[config.mk]
export PLATFORM = sky130hd
export DESIGN_NAME = ts_packet_sync
export DESIGN_NICKNAME = d
export VERILOG_FILES = /design/src/rtl/ts_packet_sync.sv
export SDC_FILE = /design/constraint.sdc
export NUM_CORES = 1
export LEC_CHECK = 0
export BUFFER_PORTS_ARGS = -buffer_cell sky130_fd_sc_hd__buf_2
export CAP_MARGIN = 10
export CORE_UTILIZATION = 28
export DETAILED_ROUTE_END_ITERATION = 6
export SLEW_MARGIN = 0
export SYNTH_ARGS = -nofsm -noshare
export SYNTH_HDL_FRONTEND = slang
export SYNTH_SLANG_ARGS = --single-unit
[constraint.sdc]
create_clock -name CLOCK -period 7.82 [get_ports CLOCK]
set_clock_uncertainty 0.05 [all_clocks]
set_input_delay 2.346 -clock CLOCK [delete_from_list [all_inputs] [get_ports CLOCK]]
set_output_delay 2.346 -clock CLOCK [all_outputs]
set_load 0.03 [all_outputs]
[src/rtl/ts_packet_sync.sv]
// MPEG-TS byte aligner: hunts for SYNC_BYTE, verifies periodicity, then forwards locked bytes with a regenerated sync flag.
// Define TS_SYNC_ERR_CNT_EN to build the saturating missed-sync counter on SYNC_ERR_CNT.
module ts_packet_sync #(
   parameter int         PKT_LEN    = 188,
   parameter logic [7:0] SYNC_BYTE  = 8'h47,
   parameter int         LOCK_CNT   = 3,
   parameter int         UNLOCK_CNT = 3
) (
   input  logic        CLOCK,
   input  logic        RESET,
   input  logic        TS_VALID_IN,
   input  logic [7:0]  TS_DATA_IN,
   output logic        TS_VALID_OUT,
   output logic        TS_SYNC_OUT,
   output logic [7:0]  TS_DATA_OUT,
   output logic        LOCKED,
   output logic [1:0]  STATE,
   output logic [15:0] SYNC_ERR_CNT
);
   typedef enum logic [1:0] {
      HUNT   = 2'b00,
      VERIFY = 2'b01,
      LOCK   = 2'b10
   } state_t;

   localparam logic [7:0] POS_LAST = 8'(PKT_LEN - 1);
   localparam logic [7:0] GOOD_MAX = 8'(LOCK_CNT);
   localparam logic [7:0] MISS_MAX = 8'(UNLOCK_CNT);

   state_t     state, state_nxt;
   logic [7:0] pos, pos_nxt;
   logic [7:0] good, good_nxt;
   logic [7:0] miss, miss_nxt;
   logic [7:0] pos_inc;
   logic       at_sync;
   logic       is_sync;
   logic       fwd;

   always_comb begin
      state_nxt = state;
      pos_nxt   = pos;
      good_nxt  = good;
      miss_nxt  = miss;
      at_sync   = (pos == 8'd0);
      is_sync   = (TS_DATA_IN == SYNC_BYTE);
      pos_inc   = (pos == POS_LAST) ? 8'd0 : pos + 8'd1;
      if (TS_VALID_IN) begin
         case (state)
            HUNT: begin
               if (is_sync) begin
                  state_nxt = VERIFY;
                  pos_nxt   = 8'd1;
                  good_nxt  = 8'd1;
               end
            end
            VERIFY: begin
               if (!at_sync) begin
                  pos_nxt = pos_inc;
               end else if (is_sync) begin
                  pos_nxt  = pos_inc;
                  good_nxt = good + 8'd1;
                  if (good + 8'd1 == GOOD_MAX) begin
                     state_nxt = LOCK;
                     miss_nxt  = 8'd0;
                  end
               end else begin
                  // the mismatching byte is consumed, not re-examined in HUNT
                  state_nxt = HUNT;
                  pos_nxt   = 8'd0;
                  good_nxt  = 8'd0;
               end
            end
            LOCK: begin
               pos_nxt = pos_inc;
               if (at_sync) begin
                  if (is_sync) begin
                     miss_nxt = 8'd0;
                  end else if (miss + 8'd1 == MISS_MAX) begin
                     state_nxt = HUNT;
                     pos_nxt   = 8'd0;
                     good_nxt  = 8'd0;
                     miss_nxt  = 8'd0;
                  end else begin
                     miss_nxt = miss + 8'd1;
                  end
               end
            end
            default: begin
               state_nxt = HUNT;
               pos_nxt   = 8'd0;
               good_nxt  = 8'd0;
               miss_nxt  = 8'd0;
            end
         endcase
      end
   end

   assign fwd = TS_VALID_IN && (state_nxt == LOCK);

   always_ff @(posedge CLOCK or posedge RESET) begin
      if (RESET) begin
         state        <= HUNT;
         pos          <= 8'd0;
         good         <= 8'd0;
         miss         <= 8'd0;
         TS_VALID_OUT <= 1'b0;
         TS_SYNC_OUT  <= 1'b0;
         TS_DATA_OUT  <= 8'h00;
      end else begin
         state        <= state_nxt;
         pos          <= pos_nxt;
         good         <= good_nxt;
         miss         <= miss_nxt;
         TS_VALID_OUT <= fwd;
         TS_SYNC_OUT  <= fwd && at_sync;
         if (fwd) TS_DATA_OUT <= TS_DATA_IN;
      end
   end

   assign STATE  = state;
   assign LOCKED = (state == LOCK);

`ifdef TS_SYNC_ERR_CNT_EN
   logic        miss_evt;
   logic [15:0] err_cnt;

   // counts every bad sync slot while locked, including the one that drops lock
   assign miss_evt = TS_VALID_IN && (state == LOCK) && at_sync && !is_sync;

   always_ff @(posedge CLOCK or posedge RESET) begin
      if (RESET)
         err_cnt <= 16'h0000;
      else if (miss_evt && (err_cnt != 16'hFFFF))
         err_cnt <= err_cnt + 16'd1;
   end

   assign SYNC_ERR_CNT = err_cnt;
`else
   assign SYNC_ERR_CNT = 16'h0000;
`endif

endmodule

# Yosys cells after proc, flatten, opt, wreduce, memory -nomap -nowiden

Index checks and enable logic that the tools add are counted.

Add/sub/neg operators: 3
Eq/ne operators: 14
Muxes and demuxes: 30
Bitwise operators: 1
Reductions and logical operators: 7

Operator list:

| cell                                                                    | number |
|---|---|
| 8-bit 2-to-1 mux                                                        | 18 |
| 8-bit one-hot mux with 3 select lines                                   | 3 |
| 8-bit by 1-bit adder with 8-bit output, second input constant           | 3 |
| 8-bit by 2-bit == test with 1-bit output, second input constant         | 2 |
| 2-bit 2-to-1 mux                                                        | 8 |
| 6-bit AND reduction                                                     | 2 |
| 2-bit inequality test, second input constant                            | 5 |
| 8-bit by 7-bit == test with 1-bit output, second input constant         | 1 |
| 8-bit == test, second input constant                                    | 1 |
| 8-bit zero test                                                         | 1 |
| 2-bit one-hot mux with 3 select lines                                   | 1 |
| 2-bit == test, second input constant                                    | 2 |
| 2-bit by 1-bit inequality test with 1-bit output, second input constant | 2 |
| 2-bit by 1-bit == test with 1-bit output, second input constant         | 1 |
| 1-bit logical AND                                                       | 2 |
| 2-bit zero test                                                         | 1 |
| 2-bit AND reduction                                                     | 1 |
| 1-bit NOT                                                               | 1 |

Register bits after elaboration: 36
Logic and storage cells: 62

# Depth between registers and ports, before layout

Depth in word-level cells: 10
Gate-level depth with buffers: 10
Gate-level depth less buffers: 9

# Worst setup path after synthesis

No wires, ideal clock.

Kind: input-to-reg
Start: input TS_DATA_IN[4]
End: register TS_DATA_OUT[0]
Arrival time: 4039 ps
Setup slack: 3603 ps
Cell stages on the path: 8
Cells stage by stage: nor4b_1 -> and2_1 -> clkbuf_1 -> nor3_2 -> a31o_2 -> o22a_1 -> buf_4 -> mux2_1

Cells in the longest elaborated chain, start to end: 7

RTL lines:

| element                                      | line   | source |
|---|---|---|
| start, declared                              | 12     | `input logic [7:0] TS_DATA_IN,` |
| 8-bit by 7-bit == test with 1-bit output (*) | 45     | `is_sync = (TS_DATA_IN == SYNC_BYTE);` |
| 2-bit 2-to-1 mux, on equally long branches   | 76, 59 |  |
| 2-bit 2-to-1 mux, on equally long branches   | 75, 57 |  |
| 2-bit one-hot mux with 3 select lines (*)    | 48     | `case (state)` |
| 2-bit 2-to-1 mux (*)                         | 47     | `if (TS_VALID_IN) begin` |
| 2-bit == test (*)                            | 98     | `assign fwd = TS_VALID_IN && (state_nxt == LOCK);` |
| 1-bit logical AND (*)                        | 98     |  |
| end signal, assigned                         | 108    | `TS_DATA_OUT <= 8'h00;` |
| end signal, assigned                         | 116    | `if (fwd) TS_DATA_OUT <= TS_DATA_IN;` |
| end, declared                                | 15     | `output logic [7:0] TS_DATA_OUT,` |

Mark *: on every way between the ends. The rest lies on a longest branch, timed or not.
A chain may end at the register's enable or synchronous reset.

# Final worst setup path

Start: input TS_DATA_IN[4]
End: register TS_DATA_OUT[4]

Cells in the longest elaborated chain, start to end: 7

RTL lines:

| element                                    | line |
|---|---|
| 8-bit by 7-bit == test with 1-bit output   | 45 |
| 2-bit 2-to-1 mux, on equally long branches | 76, 59 |
| 2-bit 2-to-1 mux, on equally long branches | 75, 57 |
| 2-bit one-hot mux with 3 select lines      | 48 |
| 2-bit 2-to-1 mux                           | 47 |
| 2-bit == test                              | 98 |
| 1-bit logical AND                          | 98 |

Several ways; a longest one is shown, not always the timed one.

==> summary.md <==
For this design, the sink count on the clock tree is 36. In the synthesized netlist the async set-or-reset flop fraction comes to 100%. After clock tree synthesis, the clock-pin slew on the worst setup and hold paths is 0.07 ns. During placement, the flow inserted port buffers numbering 23.

Yosys mapped a number of flops with a built-in enable equal to 0. Number of I/O pins: 40. The total number of nets in the final design is 293, and the first-pass GRT wire length is 8.47 mm. The congestion estimate from routability-driven global placement came to 0.793. The tools report the maximum buffer depth of the clock tree as 2. The total standard cell area after synthesis was 2290 um2. TritonCTS built the clock tree.

At the pin with the least slew margin, the transition time is 0.503 ns. The startpoint identified for the worst register-to-register timing path is pos[5]. The run gives 37 as the maximum number of pins on one net before global-route repair.

The average footprint of a synthesized cell was 8.91 um2; the total count of hold-check failures in the final report was 0. The beginning of the critical path was TS_DATA_IN[4]. The tools report the startpoint type of the worst setup path as an input pin. In this run the critical register-to-register path is captured at TS_DATA_OUT[4]. For the register-to-register path setup slack, the log shows 5.01 ns. After the first detailed-routing iteration, the DRC count stood at 84. The worst hold path startpoint was TS_DATA_OUT[1]. Dividing the detail-routed wire length by the instance count gives 13.0 um. Along the worst path, the maximum fanout reaches 10.

The power per cell area came out at 256 nW/um2. The tightest hold path in the finished design has a slack of 0.438 ns. The endpoint class of the critical path was a register. The most common flop cell mapped by yosys is sky130_fd_sc_hd__dfrtp_1. The sum of negative setup slack is 0 ns, and the number of H-tree levels is 2. Traced cell by cell, the critical path runs through buf_2 -> nor4b_1 -> and2_1 -> nand3_1 -> o22a_1 -> mux2_1. The post-placement cell count was 371; the unique cell type count in the Yosys netlist was 51. Summed over all layers, the global routing overflow is 0. The class of the worst hold path was register to register. 0 antenna diodes ended up in the layout. The number of nets still failing antenna checks after routing is 0, and the total length of routed wires is 4.92 mm.

The TritonCTS buffer count was 5. The end-of-flow core utilization was 32.5%; the critical path data arrival time was 4.37 ns. Number of fillers in the final layout: 821. For the initial antenna violation count, the log shows 0. The largest total area in the synthesized netlist belongs to sky130_fd_sc_hd__dfrtp_1.

Hold repair after CTS inserted 0 buffers. For this configuration, the core starts out at a cell density of 29.3%. The count of cells in the finished layout, fillers not included, comes to 379.

The run gives 3.31 ns as the post-placement setup slack. The tools report the maximum clock frequency as 0.235 GHz. The logs give 66.1% for the relative max-transition margin and 12.2% for the overall global routing resource usage.

Counting I/O delays and the setup requirement, the final critical path takes 4.25 ns. The floorplan step defined a die boundary enclosing 8540 um2. The synthesized design devotes to its leading area cell type 39.3% of total area. The most critical setup path has its endpoint at TS_DATA_OUT[4]. The run finished with clean final reports. In the post-synthesis netlist, the biggest area contributors are sky130_fd_sc_hd__dfrtp_1 (39%), sky130_fd_sc_hd__buf_4 (5.6%), sky130_fd_sc_hd__o21ai_0 (4.2%). In this run the core area contains 32 standard-cell rows. The number of vias per cell was 5.03; the total via count after detailed routing was 1908. Setup repair after global routing left no endpoint under its margin.

Post-CTS repair changed the size of 0 cells. The synthesis-to-finish area growth is 11.0%. The pre-antenna-repair detailed-routing pass consisted of 4 iterations. The worst setup path is of the input pin to register kind.

The root buffer cell chosen for the clock tree is sky130_fd_sc_hd__clkbuf_8. The tools report the cell count after synthesis as 257. In this run the standard cell core region covers 7810 um2.

Yosys printed 0 warnings. The number of design rule violations left after detail routing came out at 0. In this run the static leakage power is 1.14 nW. Across all setup checks in the final design, the least slack found is 3.57 ns. After layout, the worst path uses 54.4% of the clock period. The floorplan step set the die width to 92.4 um. After synthesis, flip-flops and latches occupy 39.3% of the total area. The run gives 1782 as the number of global-route vias before repair. The fraction of layout instances using a drive strength above 1 is 13.7%.

Counting flops and latches in the post-synthesis netlist gives 36. The logs give 3.40 mm for the detailed placer's ending HPWL and 7.94 ns for the data required time of the worst path. For the worst flop-to-flop path, the logic depth is 6. The clock reaches the later pin of the worst-skew pair after 0.29 ns. The slowest stage of the critical path belongs to the cell sky130_fd_sc_hd__o22a_1. The die is 92.4 um tall.

For the number of max-capacitance violations reported, the log shows 0. The maximum VDD drop was 0.178 mV. On the worst path, the slowest cell contributes a delay of 0.44 ns. Setup violations remaining at the end of the flow were counted as 0.

Once the clock tree was built, the setup fixing pass inserted 0 buffers. The number of pins with negative max-slew slack in the final report came out at 0.
layout by cell type (no fill, tap or decap), drive strengths merged, types with 5 or more instances in the layout:
cell | Yosys | final
and3 | 9 | 9
dfrtp | 36 | 36
ha | 6 | 6
nor2b | 7 | 7
a21oi | 7 | 7
mux2 | 9 | 9
buf | 19 | 24
o21ai | 21 | 21
nand3 | 15 | 15
inv | 12 | 12
conb | 1 | 16
a22o | 5 | 5
clkbuf | 8 | 5
o31ai | 7 | 7
nor3 | 10 | 10
nand2 | 17 | 17
nor2 | 12 | 12
nand2b | 5 | 5
metrics by stage:
| stage | cell area (um2) | power (mW) |
|---|---|---|
| final | 2540 | 0.650 |
| after global routing | 2540 | 0.695 |
| after CTS | 2540 | 0.657 |
| after detailed placement | 2430 | 0.490 |
| after global placement | 2430 | 0.483 |
| after floorplan | 2350 | 0.437 |
critical path: cells and delay by family:
family          cells  cell delay [ns]
simple gates        3             1.10
mux                 1             0.38
compound gates      1             0.44
buf+inv             1             0.10
how the worst min path moves through the flow:
| stage | end | slack, ns | cells past startpoint |
|---|---|---|---|
| after floorplan | good[6] | 0.42 | 1 |
| after global placement | TS_DATA_OUT[0] | 0.42 | 1 |
| after detailed placement | TS_DATA_OUT[1] | 0.43 | 1 |
| after CTS | TS_DATA_OUT[1] | 0.44 | 1 |
| after global routing | good[7] | 0.47 | 1 |
| final | TS_DATA_OUT[1] | 0.44 | 1 |
power by group:
group	total [mW]	switching, mW	leakage, nW	internal, mW
logic	0.223	0.149	0.607	0.0746
clock network	0.165	0.0705	0.0541	0.0943
registers	0.262	0.0374	0.482	0.224
total	0.650	0.257	1.14	0.393
cells in the mapped netlist (2+ instances only):
cell type                  number
sky130_fd_sc_hd__inv_1         12
sky130_fd_sc_hd__ha_1           6
sky130_fd_sc_hd__nand2_1       17
sky130_fd_sc_hd__nor2_1        12
sky130_fd_sc_hd__nand4_1        3
sky130_fd_sc_hd__o21ai_1        2
sky130_fd_sc_hd__nor4_1         2
sky130_fd_sc_hd__a21o_1         2
sky130_fd_sc_hd__o31ai_1        7
sky130_fd_sc_hd__nor2b_1        7
sky130_fd_sc_hd__a22o_1         5
sky130_fd_sc_hd__mux2_1         8
sky130_fd_sc_hd__a31o_2         2
sky130_fd_sc_hd__o22a_1         2
sky130_fd_sc_hd__o21a_1         4
sky130_fd_sc_hd__o22ai_1        2
sky130_fd_sc_hd__o21ai_0       19
sky130_fd_sc_hd__and2_1         3
sky130_fd_sc_hd__nor3_1         9
sky130_fd_sc_hd__nand3b_1       2
sky130_fd_sc_hd__a31oi_1        4
sky130_fd_sc_hd__buf_4         17
sky130_fd_sc_hd__or3_1          3
sky130_fd_sc_hd__clkbuf_1       8
sky130_fd_sc_hd__dfrtp_1       36
sky130_fd_sc_hd__nor3b_1        3
sky130_fd_sc_hd__and3_1         9
sky130_fd_sc_hd__a21oi_1        7
sky130_fd_sc_hd__nand3_1       15
sky130_fd_sc_hd__o41ai_1        2
sky130_fd_sc_hd__and4_1         2
sky130_fd_sc_hd__nand2b_1       5
sky130_fd_sc_hd__xnor2_1        2
metal layers:
| metal | GRT usage, % | wire [um] | vias to the layer above |
|---|---|---|---|
| met5 | 0 | 0 | - |
| met4 | 4.17 | 52 | 0 |
| met3 | 2.22 | 165 | 5 |
| met2 | 20.0 | 2310 | 48 |
| met1 | 16.2 | 2390 | 918 |
| li1 | - | - | 937 |
state kept, by name, summed over array words and instances, names as in the netlist:
signal,flops
TS_DATA_OUT,8
good,8
miss,8
pos,8
STATE,2
TS_SYNC_OUT,1
TS_VALID_OUT,1
cell type report:
type | instances | area, um2 | share of cell area [%]
repair buffers | 24 | 123 | 4.83
multi-input cells | 197 | 1230 | 48.5
clock buffers | 5 | 68.8 | 2.71
inverters | 12 | 45.0 | 1.77
well taps | 102 | 128 | 5.02
clock inverters | 3 | 42.5 | 1.67
flip-flops and latches | 36 | 901 | 35.5
cell families (layout without fill, tap and decap cells):
| kind of cell | after synthesis | in the layout | share of synthesized area, % |
|---|---|---|---|
| DFF | 36 | 36 | 39.3 |
| adders and majority gates | 6 | 6 | 3.28 |
| buffers and inverters | 39 | 44 | 9.23 |
| AOI/OAI and AO/OA | 67 | 67 | 19.7 |
| muxes | 9 | 9 | 4.43 |
| and+or+nand+nor | 96 | 96 | 22.7 |
| xor gates and xnor gates | 3 | 3 | 1.15 |
| other | 1 | 16 | 0.164 |
Power figures use the tool's default switching activity.
